## src/rtl/mem_stage_if.sv

```systemverilog
// Shared types for the memory stage and the data-bus interface it masters.
// The package lives here so it compiles ahead of both the interface and the stage.
package mem_stage_pkg;

  typedef enum logic [3:0] {
    MEM_OP_NONE = 4'd0,
    MEM_OP_LB   = 4'd1,
    MEM_OP_LBU  = 4'd2,
    MEM_OP_LH   = 4'd3,
    MEM_OP_LHU  = 4'd4,
    MEM_OP_LW   = 4'd5,
    MEM_OP_SB   = 4'd6,
    MEM_OP_SH   = 4'd7,
    MEM_OP_SW   = 4'd8
  } mem_op_t;

  typedef struct packed {
    logic [4:0]  rd_addr;
    logic [31:0] rd_data;
    mem_op_t     mem_op;
    logic [31:0] mem_data;
  } mem_params_t;

  typedef struct packed {
    logic [4:0]  rd_addr;
    logic [31:0] rd_data;
  } wb_params_t;

  typedef enum logic {
    ST_IDLE = 1'b0,
    ST_BUS  = 1'b1
  } mem_state_t;

endpackage

// Data bus. req is raised by the master and held, together with we/addr/be/wdata,
// until the slave answers with ack or err in some cycle; that cycle ends the access.
interface mem_stage_if;
  logic        req;
  logic        we;
  logic [31:0] addr;
  logic [3:0]  be;
  logic [31:0] wdata;
  logic        ack;
  logic [31:0] rdata;
  logic        err;

  modport master (
    output req, we, addr, be, wdata,
    input  ack, rdata, err
  );

  modport slave (
    input  req, we, addr, be, wdata,
    output ack, rdata, err
  );
endinterface

```

## src/rtl/mem_stage.sv

```systemverilog
// Memory-access stage: issues loads/stores on the data bus, holds the MEM/WB register
// and stalls the upstream pipeline while a bus access is outstanding.
module mem_stage
  import mem_stage_pkg::*;
#(
  parameter int unsigned TIMEOUT_CYCLES = 255
) (
  input  logic               clk,
  input  logic               rst,
  input  logic               in_valid,
  input  mem_params_t        mem_params,
  output logic               stall,
  mem_stage_if.master        dbus,
  output logic               wb_valid,
  output wb_params_t         wb_params,
  output logic               exc_misaligned,
  output logic               exc_bus,
  output logic [31:0]        exc_addr,
  output mem_state_t         state_dbg
);

  localparam logic [7:0] TIMEOUT = 8'(TIMEOUT_CYCLES);

  mem_state_t  state;
  logic [7:0]  cnt_q;
  logic [31:0] ea_q;
  mem_op_t     op_q;
  logic [4:0]  rd_q;

  logic [31:0] ea;
  mem_op_t     op;
  logic        is_mem;
  logic        is_store;
  logic        misaligned;
  logic [3:0]  be_next;
  logic [31:0] wdata_next;

  logic        timed_out;
  logic        term;
  logic        bus_fail;
  logic        is_load_q;
  logic [7:0]  lane_byte;
  logic [15:0] lane_half;
  logic [31:0] load_data;

  assign state_dbg = state;
  assign ea        = mem_params.rd_data;
  assign op        = mem_params.mem_op;

  // Decode of the instruction currently sitting in EX/MEM.
  always_comb begin
    is_mem     = 1'b1;
    is_store   = 1'b0;
    misaligned = 1'b0;
    be_next    = 4'b1111;
    wdata_next = 32'h0;
    unique case (op)
      MEM_OP_NONE: is_mem = 1'b0;
      MEM_OP_LB, MEM_OP_LBU: ;
      MEM_OP_LH, MEM_OP_LHU: misaligned = ea[0];
      MEM_OP_LW: misaligned = (ea[1:0] != 2'b00);
      MEM_OP_SB: begin
        is_store   = 1'b1;
        be_next    = 4'b0001 << ea[1:0];
        wdata_next = {4{mem_params.mem_data[7:0]}};
      end
      MEM_OP_SH: begin
        is_store   = 1'b1;
        misaligned = ea[0];
        be_next    = ea[1] ? 4'b1100 : 4'b0011;
        wdata_next = {2{mem_params.mem_data[15:0]}};
      end
      MEM_OP_SW: begin
        is_store   = 1'b1;
        misaligned = (ea[1:0] != 2'b00);
        wdata_next = mem_params.mem_data;
      end
      default: is_mem = 1'b0;
    endcase
  end

  // Terminating cycle: slave answered, or the request has waited out its budget.
  // err beats ack; a timeout only counts when the slave did not ack in that cycle.
  assign timed_out = (cnt_q == TIMEOUT);
  assign term      = (state == ST_BUS) && (dbus.ack || dbus.err || timed_out);
  assign bus_fail  = dbus.err || (!dbus.ack && timed_out);

  always_comb begin
    if (state == ST_IDLE) begin
      stall = in_valid && is_mem && !misaligned;
    end else begin
      stall = !term;
    end
  end

  // Little-endian lane extraction of load data, using the latched address and op.
  always_comb begin
    unique case (ea_q[1:0])
      2'd0: lane_byte = dbus.rdata[7:0];
      2'd1: lane_byte = dbus.rdata[15:8];
      2'd2: lane_byte = dbus.rdata[23:16];
      default: lane_byte = dbus.rdata[31:24];
    endcase
    lane_half = ea_q[1] ? dbus.rdata[31:16] : dbus.rdata[15:0];
    is_load_q = 1'b1;
    load_data = dbus.rdata;
    unique case (op_q)
      MEM_OP_LB:  load_data = {{24{lane_byte[7]}}, lane_byte};
      MEM_OP_LBU: load_data = {24'h0, lane_byte};
      MEM_OP_LH:  load_data = {{16{lane_half[15]}}, lane_half};
      MEM_OP_LHU: load_data = {16'h0, lane_half};
      MEM_OP_LW:  load_data = dbus.rdata;
      default: begin
        is_load_q = 1'b0;
        load_data = 32'h0;
      end
    endcase
  end

  always_ff @(posedge clk) begin
    if (rst) begin
      state          <= ST_IDLE;
      cnt_q          <= 8'h0;
      ea_q           <= 32'h0;
      op_q           <= MEM_OP_NONE;
      rd_q           <= 5'h0;
      dbus.req       <= 1'b0;
      dbus.we        <= 1'b0;
      dbus.addr      <= 32'h0;
      dbus.be        <= 4'h0;
      dbus.wdata     <= 32'h0;
      wb_valid       <= 1'b0;
      wb_params      <= '0;
      exc_misaligned <= 1'b0;
      exc_bus        <= 1'b0;
      exc_addr       <= 32'h0;
    end else begin
      exc_misaligned <= 1'b0;
      exc_bus        <= 1'b0;
      unique case (state)
        ST_IDLE: begin
          if (!in_valid) begin
            wb_valid  <= 1'b0;
            wb_params <= '0;
          end else if (!is_mem) begin
            wb_valid          <= 1'b1;
            wb_params.rd_addr <= mem_params.rd_addr;
            wb_params.rd_data <= mem_params.rd_data;
          end else if (misaligned) begin
            wb_valid       <= 1'b1;
            wb_params      <= '0;
            exc_misaligned <= 1'b1;
            exc_addr       <= ea;
          end else begin
            wb_valid   <= 1'b0;
            state      <= ST_BUS;
            cnt_q      <= 8'h0;
            ea_q       <= ea;
            op_q       <= op;
            rd_q       <= mem_params.rd_addr;
            dbus.req   <= 1'b1;
            dbus.we    <= is_store;
            dbus.addr  <= {ea[31:2], 2'b00};
            dbus.be    <= be_next;
            dbus.wdata <= wdata_next;
          end
        end
        ST_BUS: begin
          if (term) begin
            state    <= ST_IDLE;
            dbus.req <= 1'b0;
            wb_valid <= 1'b1;
            if (bus_fail) begin
              wb_params <= '0;
              exc_bus   <= 1'b1;
              exc_addr  <= ea_q;
            end else if (is_load_q) begin
              wb_params.rd_addr <= rd_q;
              wb_params.rd_data <= load_data;
            end else begin
              wb_params <= '0;
            end
          end else begin
            cnt_q    <= cnt_q + 8'd1;
            wb_valid <= 1'b0;
          end
        end
        default: state <= ST_IDLE;
      endcase
    end
  end

endmodule

```

## src/flat_wrapper.sv

```systemverilog
// flat-port wrapper written by rule: the top's interface ports become plain ports
module mem_stage_flat import mem_stage_pkg::*;
#(
  parameter int unsigned TIMEOUT_CYCLES = 255
)
  (clk, rst, in_valid, mem_params, stall, wb_valid, wb_params, exc_misaligned, exc_bus, exc_addr, state_dbg, dbus_req, dbus_we, dbus_addr, dbus_be, dbus_wdata, dbus_ack, dbus_rdata, dbus_err);
  mem_stage_if dbus_i ();
  input  logic clk;
  input  logic rst;
  input  logic in_valid;
  input  mem_params_t mem_params;
  output logic stall;
  output logic wb_valid;
  output wb_params_t wb_params;
  output logic exc_misaligned;
  output logic exc_bus;
  output logic [31:0] exc_addr;
  output mem_state_t state_dbg;
  output wire logic [$bits(dbus_i.req)-1:0] dbus_req;
  output wire logic [$bits(dbus_i.we)-1:0] dbus_we;
  output wire logic [$bits(dbus_i.addr)-1:0] dbus_addr;
  output wire logic [$bits(dbus_i.be)-1:0] dbus_be;
  output wire logic [$bits(dbus_i.wdata)-1:0] dbus_wdata;
  input wire logic [$bits(dbus_i.ack)-1:0] dbus_ack;
  input wire logic [$bits(dbus_i.rdata)-1:0] dbus_rdata;
  input wire logic [$bits(dbus_i.err)-1:0] dbus_err;
  assign dbus_req = dbus_i.req;
  assign dbus_we = dbus_i.we;
  assign dbus_addr = dbus_i.addr;
  assign dbus_be = dbus_i.be;
  assign dbus_wdata = dbus_i.wdata;
  assign dbus_i.ack = dbus_ack;
  assign dbus_i.rdata = dbus_rdata;
  assign dbus_i.err = dbus_err;
  mem_stage #(.TIMEOUT_CYCLES(TIMEOUT_CYCLES)) u_core (.clk(clk), .rst(rst), .in_valid(in_valid), .mem_params(mem_params), .stall(stall), .dbus(dbus_i), .wb_valid(wb_valid), .wb_params(wb_params), .exc_misaligned(exc_misaligned), .exc_bus(exc_bus), .exc_addr(exc_addr), .state_dbg(state_dbg));
endmodule
```

## config.mk

```make
export PLATFORM = sky130hd
export DESIGN_NAME = mem_stage_flat
export DESIGN_NICKNAME = d
export VERILOG_FILES = /design/src/rtl/mem_stage_if.sv /design/src/rtl/mem_stage.sv /design/src/flat_wrapper.sv
export SDC_FILE = /design/constraint.sdc
export NUM_CORES = 1
export LEC_CHECK = 0
export ABC_CLOCK_PERIOD_IN_PS = 2200
export CAP_MARGIN = 20
export CORE_MARGIN = 3
export CORE_UTILIZATION = 30
export DETAILED_ROUTE_END_ITERATION = 16
export PLACE_DENSITY = 0.57
export REMOVE_ABC_BUFFERS = 1
export SETUP_SLACK_MARGIN = 0.2
export SYNTH_ARGS = -nofsm -noshare
export SYNTH_HDL_FRONTEND = slang
export SYNTH_SLANG_ARGS = --single-unit
```

## constraint.sdc

```tcl
create_clock -name clk -period 2.2 [get_ports clk]
set_input_delay 0.44 -clock clk [delete_from_list [all_inputs] [get_ports clk]]
set_output_delay 0.44 -clock clk [all_outputs]
set_load 0.05 [all_outputs]
```

==> key figures <==
Logic synthesis
  • Count leader, synth: dfxtp_1
  • Post-synth ARST share: 0%
  • Top cell type's share of synthesized area: 41.1%
  • EDFF count, synth: 0
  • Post-synthesis register bit count: 160
  • Cell count after synthesis: 918
  • Avg Cell Area, Syn: 8.48 µm²
  • Sequential element share of the synthesized area: 41.1%
  • Synth area leader: dfxtp_1
  • Synth cell count leaders: dfxtp_1 (160), nand2_1 (152), a21oi_1 (92), nor3_1 (63), clkbuf_1 (56)
  • Synth area leaders: dfxtp_1 (41%), nand2_1 (7.3%), a21oi_1 (5.9%), mux2i_1 (4.1%), nor3_1 (4.1%)
  • Synth Flop Type: dfxtp_1
  • Unique masters post-synth: 58
  • Warnings from Yosys: 0
  • Cell Area, Synth: 7780 µm²

Timing
  • Clock skew after layout: 12.5 ps
  • Hold Worst Slack: 366 ps
  • Period utilization: 95.5%
  • Fin. max-slew vios: 0
  • F_max: 0.476 GHz
  • Final setup fails: 0
  • TNS Setup: 0 ps
  • Setup ws final: 99.0 ps
  • Min Tclk post-route: 2100 ps
  • Worst Tran Pin Value: 650 ps
  • RSZ-0062 raised after global routing: yes
  • Fin. Hold Viols: 0
  • Slew HR: 56.5%

Clock tree
  • Sink Count: 160
  • Clock tree buffer depth: 2
  • CTS buffer count: 17
  • Htree depth: 4
  • Clock root buffer: clkbuf_16
  • Clock latency on the worst-skew pair: 430 ps
  • TritonCTS clock tree: built
  • Clock transition at path regs: 70 ps

Placement
  • Port-buffer cells: 251
  • GP Congestion: 0.819
  • Dpl hpwl: 20500 µm
  • Pre-CTS setup slack: -503 ps
  • DP Cell Count: 1454

Cells and area
  • Fin util: 45.7%
  • Register area: 3210 µm²
  • Area delta synth->final: 48.8%
  • # fillers: 2552
  • Final net count: 1271
  • Area of the multi-input gates: 4050 µm²
  • Layout cells sized above 1: 16.1%
  • Layout Cells excl Fill: 1505

Detailed routing
  • Antenna Nets Post-Route: 0
  • WL per Instance: 19.2 µm
  • Vias per Instance: 5.18
  • Drt pass-1 iters: 5
  • Iter 0 DRT Violations: 489
  • DRC violations left: 0
  • Vias: 7801
  • Drt total wl: 28900 µm

Run
  • Max Cap Viol: 0

Setup path
  • Critical path startpoint category: flip-flop
  • Reg2reg end: u_core.wb_params[17]
  • Crit path cell chain: and4_4, and4_4, nor2_4, buf_6, nor2_4, inv_2, buf_12
  • Crit path max fanout: 2
  • Setup CP Type: flip-flop to output pin
  • Slowest Stage Delay on Critical Path: 330 ps
  • Critical path buffers and inverters: 3
  • CP top delay family: simple AND/OR/NAND/NOR gates
  • Crit path DAT: 1660 ps
  • WP data required: 1760 ps
  • Cell depth of the worst flop-to-flop path: 7
  • Reg2Reg Launch Point: u_core.cnt_q[3]
  • Worst setup EP type: output pin
  • CP max-delay cell: dfxtp_2
  • Flop2flop setup slack: 270 ps

Floorplanning
  • Io pins: 254
  • Die ar.: 27900 µm²
  • Starting density of the core: 30.7%
  • Die width: 167 µm
  • FP Rows: 58
  • Core area: 25300 µm²
  • Die H: 167 µm

GRT
  • Initial antenna violation count: 5
  • First-pass GRT wire length: 45300 µm
  • GRT Total Usage: 20.2%
  • Total gr overflow: 0
  • Largest net degree at the start of global routing: 72
  • Vias in the first global route: 7703

Power
  • Leakage: 0.00472 µW
  • Peak supply drop: 0.427 mV
  • Pwr per Cell Area: 715 nW/µm²

Worst hold path
  • Worst hold path type: primary input to flip-flop
  • Worst Hold Path EP: u_core.dbus.req
  • Hold wc startpoint: rst
  • Hold Path Depth: 2

Run status
  • Status: finished, final reports clean
-- state kept, by name, summed over array words and instances, names as in the netlist, 4 cells and up --
signal,count
u_core.rd_q,5
u_core.dbus.wdata,32
u_core.ea_q,31
u_core.wb_params,37
u_core.exc_addr,32
u_core.dbus.be,4
u_core.op_q,4
u_core.cnt_q,8
-- cell families (layout without fill, tap and decap cells) --
family	count (synthesis)	count (layout)	synth area share, %
muxes	50	50	8.02
and+or+nand+nor	315	315	18.5
other	1	4	0.0482
buffers and inverters	131	385	8.66
adders and majority gates	1	1	0.161
AOI/OAI and AO/OA	258	258	23.3
xor gates and xnor gates	2	2	0.225
DFF	160	160	41.1
-- timing repair --
item / 4_1_cts / 5_1_grt
endpoints found under the setup margin: 293 / 57
gates resized for setup: 169 / 22
pin swaps: 10 / 5
buffers inserted: 15 / 2
hold buffers: 0 / 0
-- through the flow --
step	power, µW	area, µm²
3_5_place_dp	5220	10900
5_1_grt	8590	11600
2_1_floorplan	4280	7140
3_3_place_gp	5210	10900
4_1_cts	8340	11500
6_report	8280	11600
-- area by class of cell --
cell class	count	area share, %
clock inverter	15	1.70
antenna	2	0.0432
sequential	160	27.8
timing repair buffer	345	28.0
tap	330	3.57
clock buffer	17	3.67
inverter	8	0.259
multi-input combinational	628	35.0
-- metal layers --
metal  global-route usage, %  vias to the layer above  part of all wire (%)
met5                       0                        -                  0.18
met4                    5.52                        8                   2.3
met3                    4.89                       44                   5.4
met2                    33.8                      198                    48
met1                    26.2                     3745                    44
li1                        -                     3806                     -
-- cells in the final DEF, fill, tap and decap left out, types with 25 or more instances in the layout --
| cell | synthesis | layout |
|---|---|---|
| a211oi_1 | 38 | 36 |
| a21o_1 | 26 | 25 |
| a21oi_1 | 92 | 90 |
| a311oi_1 | 35 | 31 |
| buf_4 | 38 | 73 |
| clkdlybuf4s50_1 | 0 | 101 |
| dfxtp_1 | 160 | 153 |
| dlygate4sd2_1 | 0 | 141 |
| mux2i_1 | 32 | 32 |
| nand2_1 | 152 | 152 |
| nor2_1 | 44 | 41 |
| nor3_1 | 63 | 62 |
-- report_power, final --
group / switching, µW / total, µW / internal [µW]
Sequential: 94.1 / 3160 / 3060
Combinational: 1200 / 1920 / 712
Clock: 1370 / 3200 / 1830
-- worst max path at each step --
stage	endpoint	cells after the start	start	slack [ps]
global placement	u_core.cnt_q[5]	7	mem_params[33]	-400
global route	stall	7	u_core.cnt_q[3]	50
CTS	stall	6	u_core.state_dbg	90
finish	stall	7	u_core.cnt_q[3]	100
floorplan	stall	4	u_core.state_dbg	-5460
detailed placement	u_core.wb_params[17]	8	mem_params[33]	-500
Note: power is estimated with default switching activity, not from simulation.
